==> config.mk <==
export PLATFORM = sky130hd
export DESIGN_NAME = regfile_wb_arbiter_flat
export DESIGN_NICKNAME = d
export VERILOG_FILES = /design/src/rtl/regfile_wb_arbiter_pkg.sv /design/src/rtl/regfile_wb_arbiter_if.sv /design/src/rtl/regfile_wb_arbiter_rr_arbiter.sv /design/src/rtl/regfile_wb_arbiter.sv /design/src/flat_wrapper.sv
export SDC_FILE = /design/constraint.sdc
export NUM_CORES = 1
export LEC_CHECK = 0
export ABC_AREA = 1
export CAP_MARGIN = 20
export CORE_ASPECT_RATIO = 1.2
export CORE_MARGIN = 1.5
export CORE_UTILIZATION = 47
export CTS_CLUSTER_DIAMETER = 200
export DETAILED_ROUTE_END_ITERATION = 8
export GPL_TIMING_DRIVEN = 0
export PLACE_DENSITY = 0.84
export SYNTH_ARGS = -nofsm -noshare
export SYNTH_HDL_FRONTEND = slang
export SYNTH_HIERARCHICAL = 1
export SYNTH_SLANG_ARGS = --single-unit
==> constraint.sdc <==
create_clock -name clk -period 4.9 [get_ports clk]
set_input_delay 0.49 -clock clk [delete_from_list [all_inputs] [get_ports clk]]
set_output_delay 0.49 -clock clk [all_outputs]
set_load 0.01 [all_outputs]
==> src/rtl/regfile_wb_arbiter_pkg.sv <==
// regfile_wb_arbiter_pkg
//   Shared constants for the integer register-file write-back path:
//   register index / data widths, the zero register and zero data,
//   and the project-wide number of write-back requesters.
//   Also provides a helper that turns a register index into a one-hot
//   scoreboard mask.
package regfile_wb_arbiter_pkg;

  localparam int RegAddrBits = 5;
  localparam int DataBusBits = 32;
  localparam int NumRegs     = 32;
  localparam int NumWbReq    = 3;

  localparam logic [RegAddrBits-1:0] RegZero  = 5'd0;
  localparam logic [DataBusBits-1:0] DataZero = 32'h0000_0000;

  // One-hot scoreboard mask for register r.
  function automatic logic [NumRegs-1:0] reg_onehot(input logic [RegAddrBits-1:0] r);
    return {{(NumRegs-1){1'b0}}, 1'b1} << r;
  endfunction

endpackage

==> src/rtl/regfile_wb_arbiter_if.sv <==
// regfile_wb_arbiter_if
//   Bundles the write-back requester handshake, the issue-stage
//   allocation port, the scoreboard view and the register-file write port.
//   Modports:
//     slave  : the arbiter (consumes requests/issue, drives grants and rf port)
//     master : the environment (execution units, issue stage, register file)
interface regfile_wb_arbiter_if
  import regfile_wb_arbiter_pkg::*;
#(
  parameter int NUM_REQ = NumWbReq,
  parameter int ADDR_W  = RegAddrBits,
  parameter int DATA_W  = DataBusBits
);
  logic [NUM_REQ-1:0]        req_valid;
  logic [NUM_REQ*ADDR_W-1:0] req_addr;
  logic [NUM_REQ*DATA_W-1:0] req_data;
  logic [NUM_REQ-1:0]        req_ready;
  logic                      issue_valid;
  logic [ADDR_W-1:0]         issue_rd;
  logic                      issue_ready;
  logic [NumRegs-1:0]        busy;
  logic                      rf_we;
  logic [ADDR_W-1:0]         rf_waddr;
  logic [DATA_W-1:0]         rf_wdata;

  modport slave (
    input  req_valid, req_addr, req_data, issue_valid, issue_rd,
    output req_ready, issue_ready, busy, rf_we, rf_waddr, rf_wdata
  );

  modport master (
    output req_valid, req_addr, req_data, issue_valid, issue_rd,
    input  req_ready, issue_ready, busy, rf_we, rf_waddr, rf_wdata
  );
endinterface

==> src/rtl/regfile_wb_arbiter_rr_arbiter.sv <==
// rr_arbiter
//   Combinational round-robin arbiter. The search starts at last+1
//   (mod N) and picks the first requester with req set.
//   Ports:
//     req   in  N   request vector
//     last  in  IW  index of the previous winner
//     grant out N   one-hot grant (all zero when no request)
//     idx   out IW  encoded index of the granted requester
module rr_arbiter #(
  parameter int N  = 3,
  parameter int IW = (N > 1) ? $clog2(N) : 1
) (
  input  logic [N-1:0]  req,
  input  logic [IW-1:0] last,
  output logic [N-1:0]  grant,
  output logic [IW-1:0] idx
);

  // Rotating priority search: first valid requester after last wins.
  always_comb begin
    int   cand;
    logic found;
    grant = '0;
    idx   = '0;
    found = 1'b0;
    cand  = 0;
    for (int off = 1; off <= N; off++) begin
      cand = (int'(last) + off) % N;
      if (!found && req[cand]) begin
        found       = 1'b1;
        grant[cand] = 1'b1;
        idx         = IW'(cand);
      end else begin
        found = found;
      end
    end
  end

endmodule

==> src/rtl/regfile_wb_arbiter.sv <==
// regfile_wb_arbiter
//   Shares the register file's single write port among NUM_REQ
//   write-back producers with round-robin arbitration and one registered
//   output stage, and keeps a 32-bit scoreboard of registers with an
//   outstanding write so issue can stall on RAW/WAW hazards.
//   Ports:
//     clk    in  rising-edge clock
//     reset  in  asynchronous active-low reset
//     bus    slave modport: req_valid/addr/data/ready, issue_valid/rd/ready,
//            busy, rf_we/rf_waddr/rf_wdata
module regfile_wb_arbiter
  import regfile_wb_arbiter_pkg::*;
#(
  parameter int NUM_REQ = NumWbReq,
  parameter int ADDR_W  = RegAddrBits,
  parameter int DATA_W  = DataBusBits
) (
  input  logic                 clk,
  input  logic                 reset,
  regfile_wb_arbiter_if.slave  bus
);

  localparam int IW = (NUM_REQ > 1) ? $clog2(NUM_REQ) : 1;

  logic [IW-1:0]      last_grant;
  logic [IW-1:0]      grant_idx;
  logic [NUM_REQ-1:0] grant;
  logic               transfer;
  logic [ADDR_W-1:0]  sel_addr;
  logic [DATA_W-1:0]  sel_data;
  logic               rf_we_q;
  logic [ADDR_W-1:0]  rf_waddr_q;
  logic [DATA_W-1:0]  rf_wdata_q;
  logic [NumRegs-1:0] busy_q;
  logic [NumRegs-1:0] busy_next;
  logic               issue_ok;

  rr_arbiter #(.N(NUM_REQ), .IW(IW)) u_arb (
    .req   (bus.req_valid),
    .last  (last_grant),
    .grant (grant),
    .idx   (grant_idx)
  );

  assign transfer        = |(bus.req_valid & grant);
  assign bus.req_ready   = grant;
  assign issue_ok        = ~busy_q[bus.issue_rd];
  assign bus.issue_ready = issue_ok;
  assign bus.busy        = busy_q;
  assign bus.rf_we       = rf_we_q;
  assign bus.rf_waddr    = rf_waddr_q;
  assign bus.rf_wdata    = rf_wdata_q;

  // Select the granted requester's destination and data.
  always_comb begin
    sel_addr = '0;
    sel_data = '0;
    for (int i = 0; i < NUM_REQ; i++) begin
      if (grant[i]) begin
        sel_addr = bus.req_addr[i*ADDR_W +: ADDR_W];
        sel_data = bus.req_data[i*DATA_W +: DATA_W];
      end else begin
        sel_addr = sel_addr;
      end
    end
  end

  // Scoreboard update: clear on commit, then set on issue so a same-edge
  // set wins; x0 is never tracked.
  always_comb begin
    busy_next = busy_q;
    if (rf_we_q) begin
      busy_next = busy_next & ~reg_onehot(rf_waddr_q);
    end else begin
      busy_next = busy_next;
    end
    if (bus.issue_valid && issue_ok && (bus.issue_rd != RegZero)) begin
      busy_next = busy_next | reg_onehot(bus.issue_rd);
    end else begin
      busy_next = busy_next;
    end
    busy_next[0] = 1'b0;
  end

  // Output stage, round-robin pointer and scoreboard register.
  always_ff @(posedge clk or negedge reset) begin
    if (!reset) begin
      rf_we_q    <= 1'b0;
      rf_waddr_q <= RegZero;
      rf_wdata_q <= DataZero;
      last_grant <= IW'(NUM_REQ - 1);
      busy_q     <= '0;
    end else begin
      if (transfer) begin
        // A write-back to x0 is consumed but never reaches the register file.
        rf_we_q    <= (sel_addr != RegZero);
        rf_waddr_q <= sel_addr;
        rf_wdata_q <= sel_data;
        last_grant <= grant_idx;
      end else begin
        rf_we_q    <= 1'b0;
      end
      busy_q <= busy_next;
    end
  end

endmodule

==> src/flat_wrapper.sv <==
// flat-port wrapper written by rule: the top's interface ports become plain ports
module regfile_wb_arbiter_flat import regfile_wb_arbiter_pkg::*;
#(
  parameter int NUM_REQ = NumWbReq,
  parameter int ADDR_W  = RegAddrBits,
  parameter int DATA_W  = DataBusBits
)
  (clk, reset, bus_req_valid, bus_req_addr, bus_req_data, bus_issue_valid, bus_issue_rd, bus_req_ready, bus_issue_ready, bus_busy, bus_rf_we, bus_rf_waddr, bus_rf_wdata);
  regfile_wb_arbiter_if #(.NUM_REQ(NUM_REQ), .ADDR_W(ADDR_W), .DATA_W(DATA_W)) bus_i ();
  input  logic clk;
  input  logic reset;
  input wire logic [$bits(bus_i.req_valid)-1:0] bus_req_valid;
  input wire logic [$bits(bus_i.req_addr)-1:0] bus_req_addr;
  input wire logic [$bits(bus_i.req_data)-1:0] bus_req_data;
  input wire logic [$bits(bus_i.issue_valid)-1:0] bus_issue_valid;
  input wire logic [$bits(bus_i.issue_rd)-1:0] bus_issue_rd;
  output wire logic [$bits(bus_i.req_ready)-1:0] bus_req_ready;
  output wire logic [$bits(bus_i.issue_ready)-1:0] bus_issue_ready;
  output wire logic [$bits(bus_i.busy)-1:0] bus_busy;
  output wire logic [$bits(bus_i.rf_we)-1:0] bus_rf_we;
  output wire logic [$bits(bus_i.rf_waddr)-1:0] bus_rf_waddr;
  output wire logic [$bits(bus_i.rf_wdata)-1:0] bus_rf_wdata;
  assign bus_i.req_valid = bus_req_valid;
  assign bus_i.req_addr = bus_req_addr;
  assign bus_i.req_data = bus_req_data;
  assign bus_i.issue_valid = bus_issue_valid;
  assign bus_i.issue_rd = bus_issue_rd;
  assign bus_req_ready = bus_i.req_ready;
  assign bus_issue_ready = bus_i.issue_ready;
  assign bus_busy = bus_i.busy;
  assign bus_rf_we = bus_i.rf_we;
  assign bus_rf_waddr = bus_i.rf_waddr;
  assign bus_rf_wdata = bus_i.rf_wdata;
  regfile_wb_arbiter #(.NUM_REQ(NUM_REQ), .ADDR_W(ADDR_W), .DATA_W(DATA_W)) u_core (.clk(clk), .reset(reset), .bus(bus_i));
endmodule
==> metrics.txt <==
most frequent cells in the layout 191 x clkdlybuf4s50_1, 187 x nand2_1, 70 x dfrtp_1; Root Buffer Master clkbuf_16; Min Clock Period, post-route 3.15 ns; final cell count without fillers 940; CTS resizes 0; data arrival time of the critical path 2.66 ns; syn_nets 735; commonest non-fill, non-tap cell in the layout clkdlybuf4s50_1; Vias 5,313; crit-path leading delay family buffers and inverters; HP Class input pin to async pin; worst-skew pair later-pin latency 0.33 ns; DRT iter0 DRCs 373; total grt overflow 0; peak supply drop 0.000387 V; number of buffers and inverters on the critical path 3; CTS H-tree lvls 3; cts bufs inserted 9; WL final 16,900 µm; Layout area overhead 51.8%; part of the Yosys area used for sequential elements 39.0%; antenna-violating nets left 0; Synth area leaders dfrtp_1 38%, nand2_1 15%, a221oi_1 6.2%, nand3_1 5.5%, o31ai_1 5.4%; Antenna Diode Count 0; startpoint types flop; Compound-Gate Fraction of Synth Area 17.2%; post-route design area 6910 µm²; fin crit share 64.2%; Distinct cells, synth 36; largest family of logic cells by synthesized area simple AND/OR/NAND/NOR gates; CTS tree done; initial antenna violation count 0; RSZ-0062 raised after global routing no; first-pass GRT wire length 26,100 µm; Placer Congestion 0.973; outcome finished clean; Worst Setup End Kind primary output; number of I/O port buffers 192; Yosys top cell by area dfrtp_1; XOR/XNOR share of the synthesized area 0%; Worst-path clk slew 0.06 ns; Placeable Area 9470 µm²; placed cell area 6630 µm²; Critical-path top delay cell clkdlybuf4s50_1; Post-Syn Instances 609; Die Y 111 µm; Slew headroom 39.9%; CP Class flop to primary output; die width 92.9 µm; final net count 938; final hold vios 0; Cell Chain, Critical Path inv_1 > ha_1 > inv_2 > nand2_2 > nand3_2 > nand2_4 > nand3_1 > o21ai_1 > clkdlybuf4s50_1; number of global-route vias before repair 5,157; Mapped Area 4550 µm²; die area 10,300 µm²; Required @ worst endpoint 4.41 ns; clk buf depth 2; Vias/cell 5.65; # Max-Cap Violations 0; largest net degree at the start of global routing 72; worst stage delay on the critical path 0.64 ns; share of layout cells above drive strength 1 9.18%; Pwr per Cell Area 685 nW/µm²; placed cell count 924; total track usage 32.7%; CTS sink cnt 71; post-synthesis adder-cell area fraction 1.10%; Synthesis Warnings 6; DRC 0; post-CTS setup repair buffer count 0; routed length per instance 18.0 µm; Synth top area share 38.5%; total leakage power 2.91 nW; post-synthesis mux area share 0%; Slew @ Worst Pin 0.902 ns; met2 usage in global routing 59.2%; fmax 318 MHz; clock skew 0.00834 ns; DP HPWL 13,300 µm; met1 GRT Util 38.2%; final slew viol count 0; row count 39; first-pass detailed-route iteration total 5; Worst Path Max Fanout 6; Setup TNS Final 0 ns; number of fill cells 779; GRT busiest layer met2; M3 GR Usage 7.20%; CTS Hold Bufs 0; final setup fails 0; I/O pin total 196; Seq cells post-synth 71; Initial Utilization 48.1%; Simple-Gate Fraction of Synth Area 34.3%; syn_area_per_cell 7.48 µm²
-- registers in the layout (all words and copies together) (netlist names) --
| signal | flops |
|---|---|
| u_core/bus.rf_waddr | 5 |
| u_core/bus.busy | 31 |
| u_core/bus.rf_we | 1 |
| u_core/last_grant | 2 |
| u_core/bus.rf_wdata | 32 |
-- report_power, final --
| part | leakage (nW) | total [mW] | switching (mW) | internal [mW] |
|---|---|---|---|---|
| Clock | 0.133 | 0.618 | 0.257 | 0.361 |
| Combinational | 1.95 | 3.04 | 1.78 | 1.26 |
| Sequential | 0.825 | 1.07 | 0.201 | 0.872 |
-- final cells by class --
cell class | count | area (µm²) | share of cell area, %
Buffer | 45 | 268 | 3.87
Clock inverter | 5 | 41.3 | 0.597
Timing Repair Buffer | 192 | 1920 | 27.8
Multi-Input combinational cell | 463 | 2400 | 34.7
Tap cell | 123 | 154 | 2.23
Inverter | 30 | 113 | 1.63
Sequential cell | 71 | 1780 | 25.7
Clock buffer | 11 | 243 | 3.51
-- worst paths after layout --
check | depth (start not counted) | slack (ns) | endpoint | startpoint
max | 9 | 1.75 | bus_req_ready[2] | u_core/last_grant[0]
max reg2reg | 15 | 1.91 | u_core/bus.rf_wdata[20] | u_core/last_grant[0]
max in group asynchronous | 1 | 4.02 | u_core/bus.rf_wdata[11] | reset
min | 1 | 0.28 | u_core/bus.busy[3] | reset
min reg2reg | 2 | 0.48 | u_core/bus.rf_wdata[28] | u_core/bus.rf_wdata[28]
min in group clk | 2 | 0.48 | u_core/bus.rf_wdata[28] | u_core/bus.rf_wdata[28]
-- cell families (layout without fill, tap and decap cells) --
| kind of cell | after synthesis | in the layout |
|---|---|---|
| simple gates | 344 | 344 |
| compound gates | 114 | 114 |
| buf+inv | 75 | 283 |
| flops | 71 | 71 |
| fa+ha+maj | 4 | 4 |
| other cells | 1 | 1 |
-- layer usage --
metal / share of wire, % / vias up / wire length (µm)
met5: 0 / - / 0
li1: - / 2487 / -
met4: 2.2 / 0 / 372
met1: 38 / 2524 / 6510
met3: 8.0 / 24 / 1360
met2: 51 / 278 / 8680
-- per-stage QoR --
stage / total power [mW] / hold WS, ns / util, % / setup WS (ns)
after floorplan: 2.85 / 0.194 / - / 2.49
after detailed placement: 4.07 / 0.473 / 70.0 / 1.84
after global routing: 5.05 / 0.357 / 73.0 / 1.67
after CTS: 4.69 / 0.323 / 73.0 / 1.82
final: 4.73 / 0.276 / 73.0 / 1.75
after global placement: 3.98 / 0.466 / 70.0 / 0.954
-- cell usage after synthesis --
cell type	number
a21oi_1	4
a21oi_2	1
a221oi_1	32
a22oi_1	1
a31oi_1	2
and3_1	1
buf_1	3
buf_12	1
buf_2	11
buf_4	1
buf_6	7
buf_8	1
clkbuf_1	20
clkbuf_2	1
clkinv_1	1
conb_1	1
dfrtp_1	70
dfstp_2	1
ha_1	4
inv_1	24
inv_2	5
nand2_1	187
nand2_2	6
nand2_4	3
nand3_1	50
nand3_2	17
nand4_1	4
nor2_1	64
nor2_2	1
nor2_4	2
nor3_1	4
nor4_1	4
nor4_4	1
o21ai_0	40
o21ai_1	1
o31ai_1	33
Note: power is estimated with default switching activity, not from simulation.
